$ cat src/rtl/mem_port_arbiter.sv
// mem_port_arbiter
//   Shares one single-port memory between the fetch stage (I, read-only) and
//   the memory stage (D, load/store). One access is in flight at a time and is
//   sequenced IDLE -> ISSUE -> WAIT -> RESP -> IDLE.
//
// Ports
//   clock, reset_n                      clock, async active-low reset
//   i_req/i_addr/i_size -> i_ack/i_rdata fetch read channel
//   d_req/d_we/d_addr/d_wdata/d_size -> d_ack/d_rdata   data channel
//   i_stall, d_stall                    pending-and-not-done hints
//   m_enable/m_rw/m_address/m_data_in/m_access_size, m_busy/m_data_out
//                                       memory handshake
//   stat_i_grants/stat_d_grants/stat_conflicts   optional counters
//
// Build option
//   MEM_ARB_STATS_EN : enables the three 32-bit wrapping stat counters;
//                      when undefined the stat_* ports read 0.
module mem_port_arbiter #(
  parameter int ADDR_W       = 32,
  parameter int DATA_W       = 32,
  parameter int STARVE_LIMIT = 4
) (
  input  logic              clock,
  input  logic              reset_n,
  input  logic              i_req,
  input  logic [ADDR_W-1:0] i_addr,
  input  logic [1:0]        i_size,
  output logic              i_ack,
  output logic [DATA_W-1:0] i_rdata,
  input  logic              d_req,
  input  logic              d_we,
  input  logic [ADDR_W-1:0] d_addr,
  input  logic [DATA_W-1:0] d_wdata,
  input  logic [1:0]        d_size,
  output logic              d_ack,
  output logic [DATA_W-1:0] d_rdata,
  output logic              i_stall,
  output logic              d_stall,
  output logic              m_enable,
  output logic              m_rw,
  output logic [ADDR_W-1:0] m_address,
  output logic [DATA_W-1:0] m_data_in,
  output logic [1:0]        m_access_size,
  input  logic              m_busy,
  input  logic [DATA_W-1:0] m_data_out,
  output logic [31:0]       stat_i_grants,
  output logic [31:0]       stat_d_grants,
  output logic [31:0]       stat_conflicts
);

  typedef enum logic [1:0] {IDLE, ISSUE, WAIT, RESP} state_t;

  localparam int SW = $clog2(STARVE_LIMIT + 1);
  localparam logic [SW-1:0] LIMIT = SW'(STARVE_LIMIT);

  state_t            state_q, state_d;
  logic              owner_i_q, owner_i_d;   // 1: access belongs to I
  logic [SW-1:0]     starve_q, starve_d;
  logic              m_enable_q, m_enable_d;
  logic              m_rw_q, m_rw_d;
  logic [ADDR_W-1:0] m_address_q, m_address_d;
  logic [DATA_W-1:0] m_data_in_q, m_data_in_d;
  logic [1:0]        m_size_q, m_size_d;
  logic              i_ack_q, i_ack_d, d_ack_q, d_ack_d;
  logic [DATA_W-1:0] i_rdata_q, i_rdata_d, d_rdata_q, d_rdata_d;
  logic              gnt_i, gnt_d, conflict;

  always_comb begin
    state_d     = state_q;
    owner_i_d   = owner_i_q;
    starve_d    = starve_q;
    m_enable_d  = 1'b0;
    m_rw_d      = m_rw_q;
    m_address_d = m_address_q;
    m_data_in_d = m_data_in_q;
    m_size_d    = m_size_q;
    i_ack_d     = 1'b0;
    d_ack_d     = 1'b0;
    i_rdata_d   = i_rdata_q;
    d_rdata_d   = d_rdata_q;
    gnt_i       = 1'b0;
    gnt_d       = 1'b0;
    conflict    = 1'b0;
    case (state_q)
      IDLE: begin
        m_rw_d   = 1'b1;
        conflict = i_req & d_req;
        // D wins ties unless I has already lost STARVE_LIMIT times in a row
        if (i_req && (!d_req || starve_q == LIMIT)) begin
          gnt_i       = 1'b1;
          owner_i_d   = 1'b1;
          starve_d    = '0;
          m_address_d = i_addr;
          m_size_d    = i_size;
          m_rw_d      = 1'b1;
        end else if (d_req) begin
          gnt_d       = 1'b1;
          owner_i_d   = 1'b0;
          if (i_req && starve_q != LIMIT) starve_d = starve_q + SW'(1);
          m_address_d = d_addr;
          m_size_d    = d_size;
          m_data_in_d = d_wdata;
          m_rw_d      = ~d_we;
        end
        if (gnt_i || gnt_d) begin
          m_enable_d = 1'b1;
          state_d    = ISSUE;
        end
      end
      ISSUE: state_d = WAIT;
      WAIT: begin
        if (!m_busy) begin
          // rdata and ack register on the same edge that enters RESP
          if (owner_i_q) begin
            i_rdata_d = m_data_out;
            i_ack_d   = 1'b1;
          end else begin
            if (m_rw_q) d_rdata_d = m_data_out;
            d_ack_d = 1'b1;
          end
          state_d = RESP;
        end
      end
      RESP: state_d = IDLE;
      default: state_d = IDLE;
    endcase
  end

  always_ff @(posedge clock or negedge reset_n) begin
    if (!reset_n) begin
      state_q     <= IDLE;
      owner_i_q   <= 1'b0;
      starve_q    <= '0;
      m_enable_q  <= 1'b0;
      m_rw_q      <= 1'b0;
      m_address_q <= '0;
      m_data_in_q <= '0;
      m_size_q    <= '0;
      i_ack_q     <= 1'b0;
      d_ack_q     <= 1'b0;
      i_rdata_q   <= '0;
      d_rdata_q   <= '0;
    end else begin
      state_q     <= state_d;
      owner_i_q   <= owner_i_d;
      starve_q    <= starve_d;
      m_enable_q  <= m_enable_d;
      m_rw_q      <= m_rw_d;
      m_address_q <= m_address_d;
      m_data_in_q <= m_data_in_d;
      m_size_q    <= m_size_d;
      i_ack_q     <= i_ack_d;
      d_ack_q     <= d_ack_d;
      i_rdata_q   <= i_rdata_d;
      d_rdata_q   <= d_rdata_d;
    end
  end

  assign m_enable      = m_enable_q;
  assign m_rw          = m_rw_q;
  assign m_address     = m_address_q;
  assign m_data_in     = m_data_in_q;
  assign m_access_size = m_size_q;
  assign i_ack         = i_ack_q;
  assign d_ack         = d_ack_q;
  assign i_rdata       = i_rdata_q;
  assign d_rdata       = d_rdata_q;
  assign i_stall       = i_req & ~i_ack_q;
  assign d_stall       = d_req & ~d_ack_q;

`ifdef MEM_ARB_STATS_EN
  logic [31:0] stat_i_q, stat_i_d, stat_d_q, stat_d_d, stat_c_q, stat_c_d;

  always_comb begin
    stat_i_d = stat_i_q + {31'd0, gnt_i};
    stat_d_d = stat_d_q + {31'd0, gnt_d};
    stat_c_d = stat_c_q + {31'd0, conflict};
  end

  always_ff @(posedge clock or negedge reset_n) begin
    if (!reset_n) begin
      stat_i_q <= '0;
      stat_d_q <= '0;
      stat_c_q <= '0;
    end else begin
      stat_i_q <= stat_i_d;
      stat_d_q <= stat_d_d;
      stat_c_q <= stat_c_d;
    end
  end

  assign stat_i_grants  = stat_i_q;
  assign stat_d_grants  = stat_d_q;
  assign stat_conflicts = stat_c_q;
`else
  assign stat_i_grants  = 32'd0;
  assign stat_d_grants  = 32'd0;
  assign stat_conflicts = 32'd0;
`endif

endmodule
$ cat config.mk
export PLATFORM = sky130hd
export DESIGN_NAME = mem_port_arbiter
export DESIGN_NICKNAME = d
export VERILOG_FILES = /design/src/rtl/mem_port_arbiter.sv
export SDC_FILE = /design/constraint.sdc
export NUM_CORES = 1
export LEC_CHECK = 0
export ABC_AREA = 1
export CAP_MARGIN = 20
export CORE_AREA = 2 2 142 144
export DETAILED_ROUTE_END_ITERATION = 8
export DIE_AREA = 0 0 144 146
export PLACE_DENSITY_LB_ADDON = 0.25
export SLEW_MARGIN = 30
export SYNTH_ARGS = -nofsm -noshare
export SYNTH_HDL_FRONTEND = slang
export SYNTH_SLANG_ARGS = --single-unit
$ cat constraint.sdc
create_clock -name clock -period 1.9 [get_ports clock]
set_clock_uncertainty 0.05 [all_clocks]
set_input_delay 0.57 -clock clock [delete_from_list [all_inputs] [get_ports clock]]
set_output_delay 0.57 -clock clock [all_outputs]
set_load 0.1 [all_outputs]
# [Word-level counts from Yosys, hierarchy flattened]
# Cells that the tools add are included.
[word_totals] regBits=140 in_bits=138 out_inout_bits=232 word_cells=69
[classes] add_sub_neg=1 n_eq_ne=7 muxes=27 bitwise=8 reduce_logical=14
[ops] operator="2-to-1 mux 32 bit" n=2
[ops] operator="2-to-1 mux 1 bit" n=17
[ops] operator="2-to-1 mux 3 bit" n=3
[ops] operator="AND reduction 3 bit" n=3
[ops] operator="2-to-1 mux 2 bit" n=4
[ops] operator="one-hot mux 2 bit (4 select lines)" n=1
[ops] operator="inverter 1 bit" n=6
[ops] operator="== test 2 bit, second input constant" n=2
[ops] operator="!= test 2 bit, second input constant" n=2
[ops] operator="AND reduction 2 bit" n=2
[ops] operator="AND reduction 4 bit" n=1
[ops] operator="nonzero test 2 bit" n=2
[ops] operator="adder 3 x 1 -> 3 bit, second input constant" n=1
[ops] operator="== test 3 bit, second input constant" n=1
[ops] operator="!= test 3 bit, second input constant" n=1
[ops] operator="bitwise AND 1 bit" n=2
[ops] operator="== test 2 x 1 -> 1 bit, second input constant" n=1
[ops] operator="logical AND 1 bit" n=2
[ops] operator="zero test 2 bit" n=1
[ops] operator="logical OR 1 bit" n=2
[ops] operator="zero test 1 bit" n=1

# [Longest topological paths before layout]
# Gate-level depths: netlist (run 1).
[depth] ltp_word=8 depth_mapped=9 mapped_depth_nobuf=8

# [Worst setup path after synthesis (run 1)]
# OpenSTA, ideal clock, no wires.
[synth_timing] path_kind="reg-to-output" start="register d_ack_q, in the netlist d_ack" end="output d_stall" t_arrival_ns=2.144 slack_ns=-0.864 path_stages_with_launch=2 cell_sequence="dfrtp_1 > nor2_1"
[synth_between] elab_chain_len=2
[synth_rtl] item="start, declared" line_no="64" text="logic i_ack_q, i_ack_d, d_ack_q, d_ack_d;"
[synth_rtl] item="start signal, assigned" line_no="153" text="d_ack_q <= d_ack_d;"
[synth_rtl] item="inverter 1 bit" line_no="169" text="assign d_stall = d_req & ~d_ack_q;"
[synth_rtl] item="bitwise AND 1 bit" line_no="169"
[synth_rtl] item="end, declared" line_no="38" text="output logic d_stall,"
# Every way passes these cells.

# [Worst setup path in the final report (run 1)]
[layout_timing] start="input d_req" end="output d_stall"
[layout_between] elab_chain_len=1
[layout_rtl] item="start, declared" line_no="30" text="input logic d_req,"
[layout_rtl] item="bitwise AND 1 bit" line_no="169"
# Every way passes these cells.

==> results.yml, run 1 <==
outcome:
  status: "finished, final reports clean"
clock_tree:
  cts_made_buffers: 17
  clock-root-buffer: "clkbuf_16"
  clock_latency_ns: 0.42
  cts_sinks: 140
  clkTransAtPathRegs_ns: 0.06
  cts_tree: "built"
  cts_setup_buffers: 0
  cts_buffer_depth: 2
  h-tree-depth: 4
timing:
  setup-tns-final_ns: 0
  hold_viol_final: 0
  min_period_ns: 1.85
  rsz0062_at_grt: "no"
  final_max_slew_viol_count: 0
  period_share_pct: 97.1
  max_freq_mhz: 542
  setup_violations: 0
setup_path:
  rr_worst_depth: 7
  reg2reg_from: "state_q[0]"
  regToRegEndpoint: "d_rdata[24]"
  worstPathMaxFanout: 2
  path_class: "input pin to output port"
  end_kind: "output port"
  critPathArrivalTime_ns: 1.23
  start_kind: "input pin"
  required_ns: 1.28
  r2r_slack_ns: 0.26
global_routing:
  grt_pass1_wl_mm: 30.1
  grt_max_degree: 65
  antenna_found_initial: 0
  grt_util_met2_pct: 31.4
  overflow: 0
  grtUsageMet3_pct: 5.26
  busiest_layer: "met2"
  grt_pass1_vias: 5760
  grt_usage_pct: 18.3
  grtUsageMet1_pct: 21.7
die:
  core-area_um2: 19300
  initial_core_util_pct: 35.4
  num_rows: 51
  die_h_um: 146
  io_pins: 370
  dieArea_um2: 21000
  die_w_um: 144
yosys:
  synth_xor_xnor_area_share_pct: 0.128
  muxShareOfSynthArea_pct: 0
  ys_ff_latch: 140
  seq_area_frac_synth_pct: 51.2
  yosys.area_share.simple_pct: 22.0
  ys_types: 19
  synth_top_family_by_area: "simple AND/OR/NAND/NOR gates"
  synth_warnings: 0
  synthAdderAreaFrac_pct: 0.913
  synth_compound_area_share_pct: 5.30
  synth_cells: 820
  syn_avg_cell_area_um2: 8.35
  syn_area_um2: 6850
drt:
  vias: 5856
  dr.pass1.iters: 5
  drt_iter0_drc: 206
  wirelength_mm: 18.9
  antenna_left: 0
  via_per_inst: 4.24
  wl_per_cell_um: 13.6
  drc: 0
final_layout:
  area_delta_synth_final_pct: 70.3
  layout.cells.most_common: "nand2_1"
  drive_gt1_share_pct: 19.4
  fill_cells: 1623
  final_util_pct: 60.3
  final_cell_area_um2: 11700
  diodes: 0
  final_net_count: 1247
  most-common-layout-cells: "nand2_1, buf_12, dfrtp_1"
hold_path:
  hold_path_depth: 2
  holdCritStartpoint: "state_q[0]"
  holdCritPathClass: "flop to flop"
  min_to: "state_q[0]"
placement:
  place_congestion: 0.790
  dp_hpwl_mm: 14.4
  postPlaceCellArea_um2: 11100
  buffer_ports.inserted: 273
job:
  maxCapViolCount: 0
[worst max-delay path: stages]
cell and delay [ns]:
dlygate4sd2_1 0.26, inv_2 0.09, nor2_4 0.12, buf_12 0.18
[metal layers]
| layer | up-vias | wire length, um |
|---|---|---|
| li1 | 2893 | - |
| met3 | 28 | 1500 |
| met1 | 2699 | 7460 |
| met4 | 0 | 385 |
| met5 | - | 0 |
| met2 | 236 | 9500 |
[synthesized netlist by cell type (all sizes together)]
library cell / count / area share [%]
nand2: 243 / 14
dfrtp: 140 / 51
buf: 129 / 14
inv: 114 / 6.2
nand3: 105 / 7.7
o21ai: 70 / 5.1
clkbuf: 6 / 0.33
ha: 5 / 0.91
nor2: 4 / 0.22
a31oi: 1 / 0.18
conb: 1 / 0.055
nor3: 1 / 0.24
xor2: 1 / 0.13
[registers in the layout, summed over array words and instances (netlist names)]
| register | flops |
|---|---|
| m_data_in | 32 |
| m_rw | 1 |
| m_access_size | 2 |
| d_rdata | 32 |
| starve_q | 3 |
| i_rdata | 32 |
| d_ack | 1 |
| owner_i_q | 1 |
| m_address | 32 |
| m_enable | 1 |
| i_ack | 1 |
| state_q | 2 |
[layout make-up]
type | count | area (um^2) | share of cell area (%)
flip-flops and latches | 140 | 3510 | 30.1
multi-input cells | 526 | 2320 | 19.9
clock inverters | 15 | 168 | 1.44
well taps | 265 | 332 | 2.84
repair buffers | 305 | 4490 | 38.5
clock buffers | 17 | 425 | 3.65
inverters | 114 | 428 | 3.67
[per-stage QoR]
step           setup WS (ns)  hold WS [ns]  std cells
2_1_floorplan         0.0174         0.224        915
3_3_place_gp          -0.284         0.426       1349
3_5_place_dp          -0.249         0.436       1349
4_1_cts               0.0275         0.451       1382
5_1_grt               0.0177         0.502       1382
6_report              0.0549         0.449       1382
[kinds of logic after synthesis]
group / Yosys count
adders and majority gates: 5
xor gates and xnor gates: 1
buffers and inverters: 249
AOI/OAI and AO/OA: 71
and+or+nand+nor: 353
other: 1
DFF: 140
[worst max-delay path by stage]
stage	depth (start not counted)	from	endpoint	slack [ns]
after floorplan	3	i_req	i_stall	0.02
after global placement	4	d_req	d_stall	-0.28
after detailed placement	4	d_req	d_stall	-0.25
after CTS	4	i_req	i_stall	0.03
after global routing	4	i_req	i_stall	0.02
final	4	d_req	d_stall	0.05
[repair_timing]
action	4_1_cts	5_1_grt
cloned	0	0
endpoints found under the setup margin	2	1
hold endpoints to repair	2	0
gates resized for setup	3	1
hold buffers	1	0
Power of run 1 is not shown: default switching activity piles up to over one toggle a cycle in this logic, so the estimate is an artifact.
==> inputs of run 2 (changes only) <==
--- a/config.mk
+++ b/config.mk
@@ -8,6 +8,7 @@
 export ABC_AREA = 1
 export CAP_MARGIN = 20
 export CORE_AREA = 2 2 142 144
+export CTS_BUF_LIST = sky130_fd_sc_hd__clkbuf_4 sky130_fd_sc_hd__clkbuf_8
 export DETAILED_ROUTE_END_ITERATION = 8
 export DIE_AREA = 0 0 144 146
 export PLACE_DENSITY_LB_ADDON = 0.25
==> results.yml, run 2 (same netlist as run 1, synthesis figures left out) <==
drt:
  wl_per_cell_um: 13.6
  antenna_left: 0
  drt_iter0_drc: 205
  vias: 5847
  via_per_inst: 4.23
  wirelength_mm: 18.7
  dr.pass1.iters: 4
  drc: 0
global_routing:
  antenna_found_initial: 0
  overflow: 0
  grt_usage_pct: 18.2
  grt_max_degree: 65
  grt_pass1_vias: 5728
  grt_pass1_wl_mm: 29.9
timing:
  holdWs_ns: 0.454
  final_max_slew_viol_count: 0
  period_share_pct: 97.1
  min_period_ns: 1.84
  hold_viol_final: 0
  rsz0062_at_grt: "no"
  max_freq_mhz: 542
  setup-tns-final_ns: 0
  setup_violations: 0
final_layout:
  final_cell_area_um2: 11500
  final_util_pct: 59.3
  diodes: 0
  layout.cells.most_common: "nand2_1"
  area_delta_synth_final_pct: 67.5
  fill_cells: 1646
  drive_gt1_share_pct: 19.4
  most-common-layout-cells: "nand2_1, buf_12, dfrtp_1"
  final_net_count: 1247
setup_path:
  worstPathMaxFanout: 2
  regToRegEndpoint: "d_rdata[24]"
  required_ns: 1.28
  start_kind: "input pin"
  rr_worst_depth: 7
  end_kind: "output port"
  critPathArrivalTime_ns: 1.22
  reg2reg_from: "state_q[0]"
  path_class: "input pin to output port"
  r2r_slack_ns: 0.30
clock_tree:
  h-tree-depth: 4
  cts_tree: "built"
  cts_setup_buffers: 0
  clock-root-buffer: "clkbuf_8"
  clkTransAtPathRegs_ns: 0.08
  cts_buffer_depth: 2
  cts_sinks: 140
  clock_latency_ns: 0.43
  cts_made_buffers: 17
hold_path:
  min_to: "state_q[0]"
  holdCritPathClass: "flop to flop"
  holdCritStartpoint: "state_q[0]"
  hold_path_depth: 2
outcome:
  status: "finished, final reports clean"
placement:
  dp_hpwl_mm: 14.4
  postPlaceCellArea_um2: 11100
  place_congestion: 0.790
  buffer_ports.inserted: 273
die:
  io_pins: 370
  die_w_um: 144
  dieArea_um2: 21000
  core-area_um2: 19300
  die_h_um: 146
  num_rows: 51
  initial_core_util_pct: 35.4
job:
  maxCapViolCount: 0
[run 2: cell counts in the layout (fill, tap and decap cells not counted)]
No cell type changed its count.
[run 2: what timing repair did]
item,4_1_cts,5_1_grt
gates cloned,0,0
hold endpoints to repair,34,0
gates resized for setup,3,1
hold buffers,1,0
setup endpoints to repair,2,1
[run 2: worst max-delay path, cell delays in order]
cell and delay, ns:
dlygate4sd2_1 0.26, inv_2 0.09, nor2_4 0.12, buf_12 0.18
[run 2: how the worst max path moves through the flow]
stage,from,to,slack (ns),cells past startpoint
floorplan,i_req,i_stall,0.02,3
global route,i_req,i_stall,0.02,4
CTS,i_req,i_stall,0.03,4
detailed placement,d_req,d_stall,-0.25,4
finish,d_req,d_stall,0.06,4
global placement,d_req,d_stall,-0.28,4
[run 2: per-layer routing]
layer / track usage (%) / up-vias / part of all wire, % / wire length, um
met2: 30.8 / 245 / 50 / 9390
met3: 6.15 / 27 / 8.3 / 1560
met1: 21.6 / 2690 / 39 / 7380
li1: - / 2885 / - / -
met4: 5.69 / 0 / 2.2 / 408
met5: 0 / - / 0 / 0
[run 2: cell type report]
| cell class | instances | area, um^2 | share of cell area, % |
|---|---|---|---|
| Timing Repair Buffer | 305 | 4490 | 39.1 |
| Sequential cell | 140 | 3510 | 30.6 |
| Multi-Input combinational cell | 526 | 2320 | 20.2 |
| Inverter | 114 | 428 | 3.73 |
| Tap cell | 265 | 332 | 2.89 |
| Clock buffer | 17 | 234 | 2.04 |
| Clock inverter | 15 | 168 | 1.46 |
[run 2: through the flow]
step           worst slack [ns]  instances
2_1_floorplan            0.0174        915
3_5_place_dp             -0.249       1349
4_1_cts                  0.0275       1382
3_3_place_gp             -0.284       1349
6_report                 0.0555       1382
5_1_grt                  0.0177       1382
Power of run 2 is left out for the same reason.
